[src/rtl/aes256_key_sched_ctrl_pkg.sv]
// Shared constants, state encoding and byte/word helpers for the AES-256 key schedule controller.
// Imported by the top-level sequencer and by the round-key word calculator.
package aes256_key_sched_ctrl_pkg;

  localparam int NR    = 14;
  localparam int KEY_W = 256;
  localparam int RK_W  = 128;

  localparam logic [7:0] RCON_INIT = 8'h01;

  typedef enum logic [1:0] {
    IDLE = 2'd0,
    REQ  = 2'd1,
    CALC = 2'd2,
    DONE = 2'd3
  } state_e;

  // Multiply by x in GF(2^8) modulo the AES polynomial x^8+x^4+x^3+x+1.
  function automatic logic [7:0] xtime(input logic [7:0] b);
    return {b[6:0], 1'b0} ^ (b[7] ? 8'h1b : 8'h00);
  endfunction

  function automatic logic [31:0] rot_word(input logic [31:0] w);
    return {w[23:0], w[31:24]};
  endfunction

endpackage

[src/rtl/aes256_key_word_calc.sv]
// Combinational generator for one 128-bit AES-256 round key from the key two rounds back,
// the substituted last word of the previous key, and the current round constant.
module aes256_key_word_calc
  import aes256_key_sched_ctrl_pkg::*;
(
  input  logic [RK_W-1:0] prev0_i,
  input  logic [31:0]     sboxOut_i,
  input  logic [7:0]      rcon_i,
  input  logic            roundOdd_i,
  output logic [RK_W-1:0] newKey_o
);

  logic [31:0] tWord;
  logic [31:0] k0;
  logic [31:0] k1;
  logic [31:0] k2;
  logic [31:0] k3;

  // Even rounds start a new 8-word group (RotWord + Rcon); odd rounds use SubWord alone.
  // RotWord after the byte-wise S-box equals RotWord before it, so the S-box sees the unrotated word.
  always_comb begin
    tWord = sboxOut_i;
    if (!roundOdd_i) begin
      tWord = rot_word(sboxOut_i) ^ {rcon_i, 24'h000000};
    end
    k0       = prev0_i[127:96] ^ tWord;
    k1       = prev0_i[95:64]  ^ k0;
    k2       = prev0_i[63:32]  ^ k1;
    k3       = prev0_i[31:0]   ^ k2;
    newKey_o = {k0, k1, k2, k3};
  end

endmodule

[src/rtl/aes256_key_sched_ctrl.sv]
// AES-256 key expansion sequencer: latches the cipher key, borrows the shared S-box word path
// through req/gnt, and fills a 15-entry round-key file that the cipher rounds read combinationally.
module aes256_key_sched_ctrl
  import aes256_key_sched_ctrl_pkg::*;
(
  input  logic             clk_i,
  input  logic             reset_i,
  input  logic             start_i,
  input  logic [KEY_W-1:0] key_i,
  output logic             busy_o,
  output logic             done_o,
  output logic [3:0]       keys_avail_o,
  output logic             sbox_req_o,
  output logic [31:0]      sbox_in_o,
  input  logic             sbox_gnt_i,
  input  logic [31:0]      sbox_out_i,
  input  logic [3:0]       rk_rd_idx_i,
  output logic [RK_W-1:0]  rk_rd_data_o,
  output logic             rk_rd_valid_o
);

  state_e          state_q;
  logic [RK_W-1:0] prev0_q;
  logic [RK_W-1:0] prev1_q;
  logic [3:0]      round_q;
  logic [7:0]      rcon_q;
  logic [3:0]      keysAvail_q;
  logic            busy_q;
  logic            done_q;
  logic            sboxReq_q;
  logic [31:0]     sboxIn_q;
  logic [RK_W-1:0] rkFile_q [NR+1];

  logic [RK_W-1:0] newKey_d;
  logic            rdValid;
  logic [RK_W-1:0] rdData;

  aes256_key_word_calc u_wordCalc (
    .prev0_i    (prev0_q),
    .sboxOut_i  (sbox_out_i),
    .rcon_i     (rcon_q),
    .roundOdd_i (round_q[0]),
    .newKey_o   (newKey_d)
  );

  // Sequencer: one REQ/CALC pair per generated round key. The S-box input is registered when
  // entering REQ so it cannot move while the request is pending, however long the grant takes.
  always_ff @(posedge clk_i) begin
    if (reset_i) begin
      state_q     <= IDLE;
      prev0_q     <= '0;
      prev1_q     <= '0;
      round_q     <= '0;
      rcon_q      <= RCON_INIT;
      keysAvail_q <= '0;
      busy_q      <= 1'b0;
      done_q      <= 1'b0;
      sboxReq_q   <= 1'b0;
      sboxIn_q    <= '0;
      for (int i = 0; i <= NR; i++) begin
        rkFile_q[i] <= '0;
      end
    end else begin
      unique case (state_q)
        IDLE, DONE: begin
          if (start_i) begin
            state_q     <= REQ;
            prev0_q     <= key_i[KEY_W-1:RK_W];
            prev1_q     <= key_i[RK_W-1:0];
            rkFile_q[0] <= key_i[KEY_W-1:RK_W];
            rkFile_q[1] <= key_i[RK_W-1:0];
            keysAvail_q <= 4'd2;
            round_q     <= 4'd2;
            rcon_q      <= RCON_INIT;
            busy_q      <= 1'b1;
            done_q      <= 1'b0;
            sboxReq_q   <= 1'b1;
            sboxIn_q    <= key_i[31:0];
          end
        end
        REQ: begin
          if (sbox_gnt_i) begin
            state_q   <= CALC;
            sboxReq_q <= 1'b0;
          end
        end
        CALC: begin
          rkFile_q[round_q] <= newKey_d;
          prev0_q           <= prev1_q;
          prev1_q           <= newKey_d;
          keysAvail_q       <= keysAvail_q + 4'd1;
          round_q           <= round_q + 4'd1;
          if (round_q[0]) begin
            rcon_q <= xtime(rcon_q);
          end
          if (round_q < 4'(NR)) begin
            state_q   <= REQ;
            sboxReq_q <= 1'b1;
            sboxIn_q  <= newKey_d[31:0];
          end else begin
            state_q <= DONE;
            busy_q  <= 1'b0;
            done_q  <= 1'b1;
          end
        end
        default: begin
          state_q <= IDLE;
        end
      endcase
    end
  end

  // Entries at or above keys_avail read as zero, so stale keys from an earlier expansion never leak.
  always_comb begin
    rdValid = (rk_rd_idx_i < keysAvail_q);
    rdData  = '0;
    if (rdValid) begin
      rdData = rkFile_q[rk_rd_idx_i];
    end
  end

  assign busy_o        = busy_q;
  assign done_o        = done_q;
  assign keys_avail_o  = keysAvail_q;
  assign sbox_req_o    = sboxReq_q;
  assign sbox_in_o     = sboxIn_q;
  assign rk_rd_data_o  = rdData;
  assign rk_rd_valid_o = rdValid;

endmodule
[config.mk]
export PLATFORM = sky130hd
export DESIGN_NAME = aes256_key_sched_ctrl
export DESIGN_NICKNAME = d
export VERILOG_FILES = /design/src/rtl/aes256_key_sched_ctrl_pkg.sv /design/src/rtl/aes256_key_word_calc.sv /design/src/rtl/aes256_key_sched_ctrl.sv
export SDC_FILE = /design/constraint.sdc
export NUM_CORES = 2
export LEC_CHECK = 0
export CAP_MARGIN = 20
export CORE_AREA = 2 2 427 429
export DETAILED_ROUTE_END_ITERATION = 6
export DIE_AREA = 0 0 429 431
export DONT_BUFFER_PORTS = 1
export PLACE_DENSITY_LB_ADDON = 0.05
export RECOVER_POWER = 25
export SKIP_LAST_GASP = 1
export SLEW_MARGIN = 30
export SYNTH_ARGS = -nofsm -noshare
export SYNTH_HDL_FRONTEND = slang
export SYNTH_HIERARCHICAL = 1
export SYNTH_SLANG_ARGS = --single-unit
[constraint.sdc]
create_clock -name clk_i -period 7.4 [get_ports clk_i]
set_input_delay 1.11 -clock clk_i [delete_from_list [all_inputs] [get_ports clk_i]]
set_output_delay 1.11 -clock clk_i [all_outputs]
set_load 0.01 [all_outputs]
; Yosys cells after proc, flatten, opt, wreduce, memory -nomap -nowiden
; Memories as Yosys holds them, arrays and structs flattened.
; Index checks and enable logic that the tools add are counted.
[word_totals]
ff_bits = 309
ram_bits = 1920
inputBits = 296
output_inout_bits = 168
elab_cells = 84
memories = 1
[mem_list]
columns = memory, words, width, rd, rd_ports_with_merged_regs, wr, line
row1 = rkFile_q, 15, 128, 1, 0, 15, aes256_key_sched_ctrl.sv:32  ; logic [RK_W-1:0] rkFile_q [NR+1];
[op_classes]
addsub = 2
n_lt_le_gt_ge = 2
n_eq_ne = 8
mux = 43
bitwise_logic = 8
reduce_logical = 10
[op_table]
columns = op, count
row1 = 2-to-1 mux 128 bit, 6
row2 = one-hot mux 128 bit (2 select lines), 2
row3 = XOR 32 bit, 5
row4 = OR reduction 128 bit, 1
row5 = 2-to-1 mux 32 bit, 3
row6 = one-hot mux 32 bit (2 select lines), 1
row7 = 2-to-1 mux 1 bit, 16
row8 = 2-to-1 mux 8 bit, 2
row9 = one-hot mux 4 bit (2 select lines), 2
row10 = one-hot mux 8 bit (2 select lines), 1
row11 = AND reduction 3 bit, 4
row12 = inequality test 2 bit (second input constant), 5
row13 = adder 4 x 1 -> 4 bit (second input constant), 2
row14 = 2-to-1 mux 4 bit, 2
row15 = XOR 8 x 5 -> 8 bit, 1
row16 = 2-to-1 mux 2 bit, 3
row17 = one-hot mux 2 bit (3 select lines), 1
row18 = 2-to-1 mux 5 bit, 1
row19 = == test 2 bit (second input constant), 2
row20 = less-than comparator 4 bit, 1
row21 = less-than comparator 4 bit (second input constant), 1
row22 = one-hot mux 1 bit (2 select lines), 2
row23 = AND reduction 2 bit, 2
row24 = one-hot mux 1 bit (3 select lines), 1
row25 = 5 further kinds, 6

; Longest topological paths before layout
[depth]
word_depth = 8
depth_mapped = 9
depth_no_buf = 6

; By module
; The synthesis kept the hierarchy.
[modules_own_cells]
columns = module, n_inst, cells_per_inst, area_per_inst_um2, seq_area_each_um2
row1 = aes256_key_sched_ctrl, 1, 7542, 106623.5, 67684.9
row2 = aes256_key_word_calc, 1, 205, 2613.8, 0.0

; Least setup slack after synthesis
; OpenSTA, ideal clock, no wires.
[synth_timing]
path_kind = input port to flip-flop
from = input reset_i
to = memory rkFile_q[0][0] (enable)
setup_ns = 0.509
arrival_time_ns = 5.199
t_required_ns = 6.891
slack_ns = 1.692
stages = 6
n_path_buf = 3
cell_sequence = buf_2 > nor4b_4 > and2_2 > buf_6 > buf_6 > nand2b_1
[synth_lines]
columns = element, line
row1 = "start, declared", aes256_key_sched_ctrl.sv:7  ; input logic reset_i,
row2 = "end, declared", aes256_key_sched_ctrl.sv:32

==> out/results.ini <==
[logic_synthesis]
ys_types = 48
synth_nets = 8053
synthCells = 7747
synthesis.area_um2 = 109000
synth_fa_ha_area_share_pct = 0.115
synth-xor-area-share_pct = 2.07
synth-seq-cells = 2357
synth-edff-count = 2048
synth_top_family_by_area = multiplexers
ys_async_sr_fraction_pct = 0
synth_ff_type = edfxtp_1
ys_seq_area_share_pct = 62.0
yosysWarnings = 6
synth_compound_area_share_pct = 4.30
synthSimpleGateAreaFrac_pct = 12.6
synth_area_per_cell_um2 = 14.1
synthMuxAreaShare_pct = 15.4

[setup_path]
worstSetupPathType = reg2reg
r2r_setup_slack_ns = 0.51
crit_arrival_ns = 7.61
critPathCaptureType = flip-flop
path_max_fanout = 107
cpPeakStageDelay_ns = 1.97
worstPathRequired_ns = 8.12
path_cells = ha_1 > buf_12 > buf_12 > buf_2 > and3_1
start_kind = flip-flop
critical-path-slowest-cell = dfxtp_1
cp_common_cell = buf_12

[cts]
clock-sinks = 2357
cts_tree = done
clk_pin_slew_ns = 0.06
cts_made_buffers = 236
clock_latency_ns = 0.89
cts_setup_buffers = 0
cts_hold_buf = 0
ctsResizeCount = 0
clockBufferDepth = 3
cts-root-buf = clkbuf_16
cts-htree-levels = 4

[power_and_ir_drop]
p_per_area_nw_per_um2 = 269
ir_drop_mv = 0.206
leakage_uw = 0.0468

[global_routing]
grt_first_pass_wirelength_um = 504000
antenna_found_initial = 37
grt-ovfl-total = 0
grt_usage_pct = 38.4
grt_use_met2_pct = 58.9
use_met1_pct = 51.5
busiest_layer = met2
grt_max_degree = 490
grt_pass1_vias = 66700
grt_use_met3_pct = 8.03

[detailed_routing]
final_antenna_net_count = 0
drtIter0Drc = 9314
vias = 69700
drcViolationCount = 0
wl_per_cell_um = 36.2
viasPerCell = 7.05
wirelength_um = 358000
drt_first_pass_iters = 6

[floorplanning]
dieArea_um2 = 185000
ios = 464
floorplan.initialDensity_pct = 60.6
fp.dieH_um = 431
rows = 156
die_x_um = 429
core_region_area_um2 = 180000

[sta]
drv_slew = 1447
max_freq_mhz = 145
worst_slack_ns = 0.510
period_share_pct = 93.1
holdWs_ns = 0.387
relSlewSlack_pct = -161
tns_ns = 0
finalSetupViolCount = 0
rsz0062_at_grt = false
worstMarginPinSlew_ns = 3.91
period_needed_ns = 6.89
final-hold-violation-count = 0
fin_worst_skew_ns = 0.0300

[cells_and_area]
area_growth_pct = 7.84
nets = 7560
drive_above_1_share_pct = 13.4
n_fill_cell = 12900

[placement]
post-dp-hpwl_um = 197000
dp_slack_ns = 2.76
portBuffers = 0
place.gp.congestion = 0.850

[worst_hold_path]
hp-class = in2reg

[outcome]
status = finished, violations left
violations = capacitance limit, slew limit

[run]
max_cap_violations = 37

[worst paths after layout]
check                           startpoint          endpoint  cells after the start
worst max-delay path            round_q[0]  rkFile_q[7][119]                      5
worst max register to register  round_q[0]  rkFile_q[7][119]                      5
worst min register to register   rcon_q[6]         rcon_q[6]                      2
worst min-delay path               reset_i      sbox_in_o[1]                      1
[layout make-up]
cell class | count | area, um^2 | area share [%]
Multi-Input combinational cell | 4489 | 37800 | 32.1
Clock inverter | 122 | 1060 | 0.900
Inverter | 12 | 45.0 | 0.0382
Sequential cell | 2357 | 67700 | 57.5
Tap cell | 2370 | 2970 | 2.52
Antenna cell | 58 | 145 | 0.123
Clock buffer | 324 | 6540 | 5.55
Timing Repair Buffer | 158 | 1520 | 1.29
[cell usage in the layout, fill, tap and decap left out, types with 112 or more instances in the layout]
cell / instances
nor2_1: 303
mux4_2: 512
nand2_1: 537
mux2i_1: 523
a211oi_1: 288
dfxtp_1: 309
o22ai_1: 123
edfxtp_1: 2048
clkbuf_16: 240
o21ai_1: 179
and3_1: 1665
clkbuf_1: 112
[sequential cells by signal (all words and copies together) (netlist names)]
register	flops
keys_avail_o	4
rcon_q	8
sbox_in_o	32
prev1_q	128
rkFile_q	2048
busy_o	1
sbox_req_o	1
prev0_q	128
state_q	2
done_o	1
round_q	4
[where the power goes]
part / internal [uW] / switching (uW) / leakage [uW]
combinational: 1180 / 3060 / 0.0194
clock: 6720 / 5230 / 0.00375
sequential: 15100 / 363 / 0.0236
total: 23000 / 8650 / 0.0468
[metal layers]
| metal | share of wire [%] | up-vias |
|---|---|---|
| met1 | 36 | 35900 |
| met4 | 6.5 | 8 |
| met2 | 47 | 4260 |
| met3 | 10 | 708 |
| met5 | 0.016 | - |
| li1 | - | 28900 |
[critical path, delay by kind of cell, from the launching register on]
kind	cells	cell delay [ns]
buffers and inverters	3	2.42
adders and majority gates	1	1.70
and+or+nand+nor	1	0.38
DFF	1	1.97
[synth_stat cells (2+ instances only)]
master	n	area, um^2
nor3_1	2	10.0
buf_6	29	327
dfxtp_1	309	6190
o22ai_1	123	769
nand2b_1	5	31.3
o211ai_1	4	30.0
a22oi_1	15	113
inv_1	11	41.3
nand3_1	7	35.0
o21ai_0	60	300
o21ai_4	2	32.5
and3_1	1665	10400
nand4_1	3	18.8
buf_1	45	169
o21ai_2	6	52.6
mux4_2	512	11500
o21ai_1	203	1020
nand2_1	537	2020
a21o_1	13	97.6
clkbuf_2	15	75.1
nor2_1	304	1140
and2_2	2	15.0
buf_2	149	746
and2_1	2	12.5
a21oi_1	21	105
nor2b_1	5	31.3
clkbuf_1	635	2380
buf_4	15	113
ha_1	10	125
xnor3_1	32	721
xor2_1	45	394
mux2i_1	523	5240
xnor2_1	66	578
xor3_1	24	571
a211oi_1	288	2160
edfxtp_1	2048	61500
[cell families after synthesis]
family                   Yosys count
AND/OR/NAND/NOR                 2539
flip-flops                      2357
multiplexers                    1036
buffers and inverters            901
AO/OA/AOI/OAI                    737
XOR/XNOR                         167
adder cells (fa/ha/maj)           10
[stage by stage]
stage / instances / total power, uW / util, % / cell area [um^2]
2_1_floorplan: 7747 / 18300 / - / 109000
6_report: 9890 / 31700 / 65.4 / 118000
3_5_place_dp: 9374 / 19900 / 61.2 / 110000
3_3_place_gp: 9372 / 19700 / 61.1 / 110000
4_1_cts: 9820 / 31600 / 65.5 / 118000
5_1_grt: 9887 / 32400 / 65.4 / 118000
(Power assumes the default switching activity.)
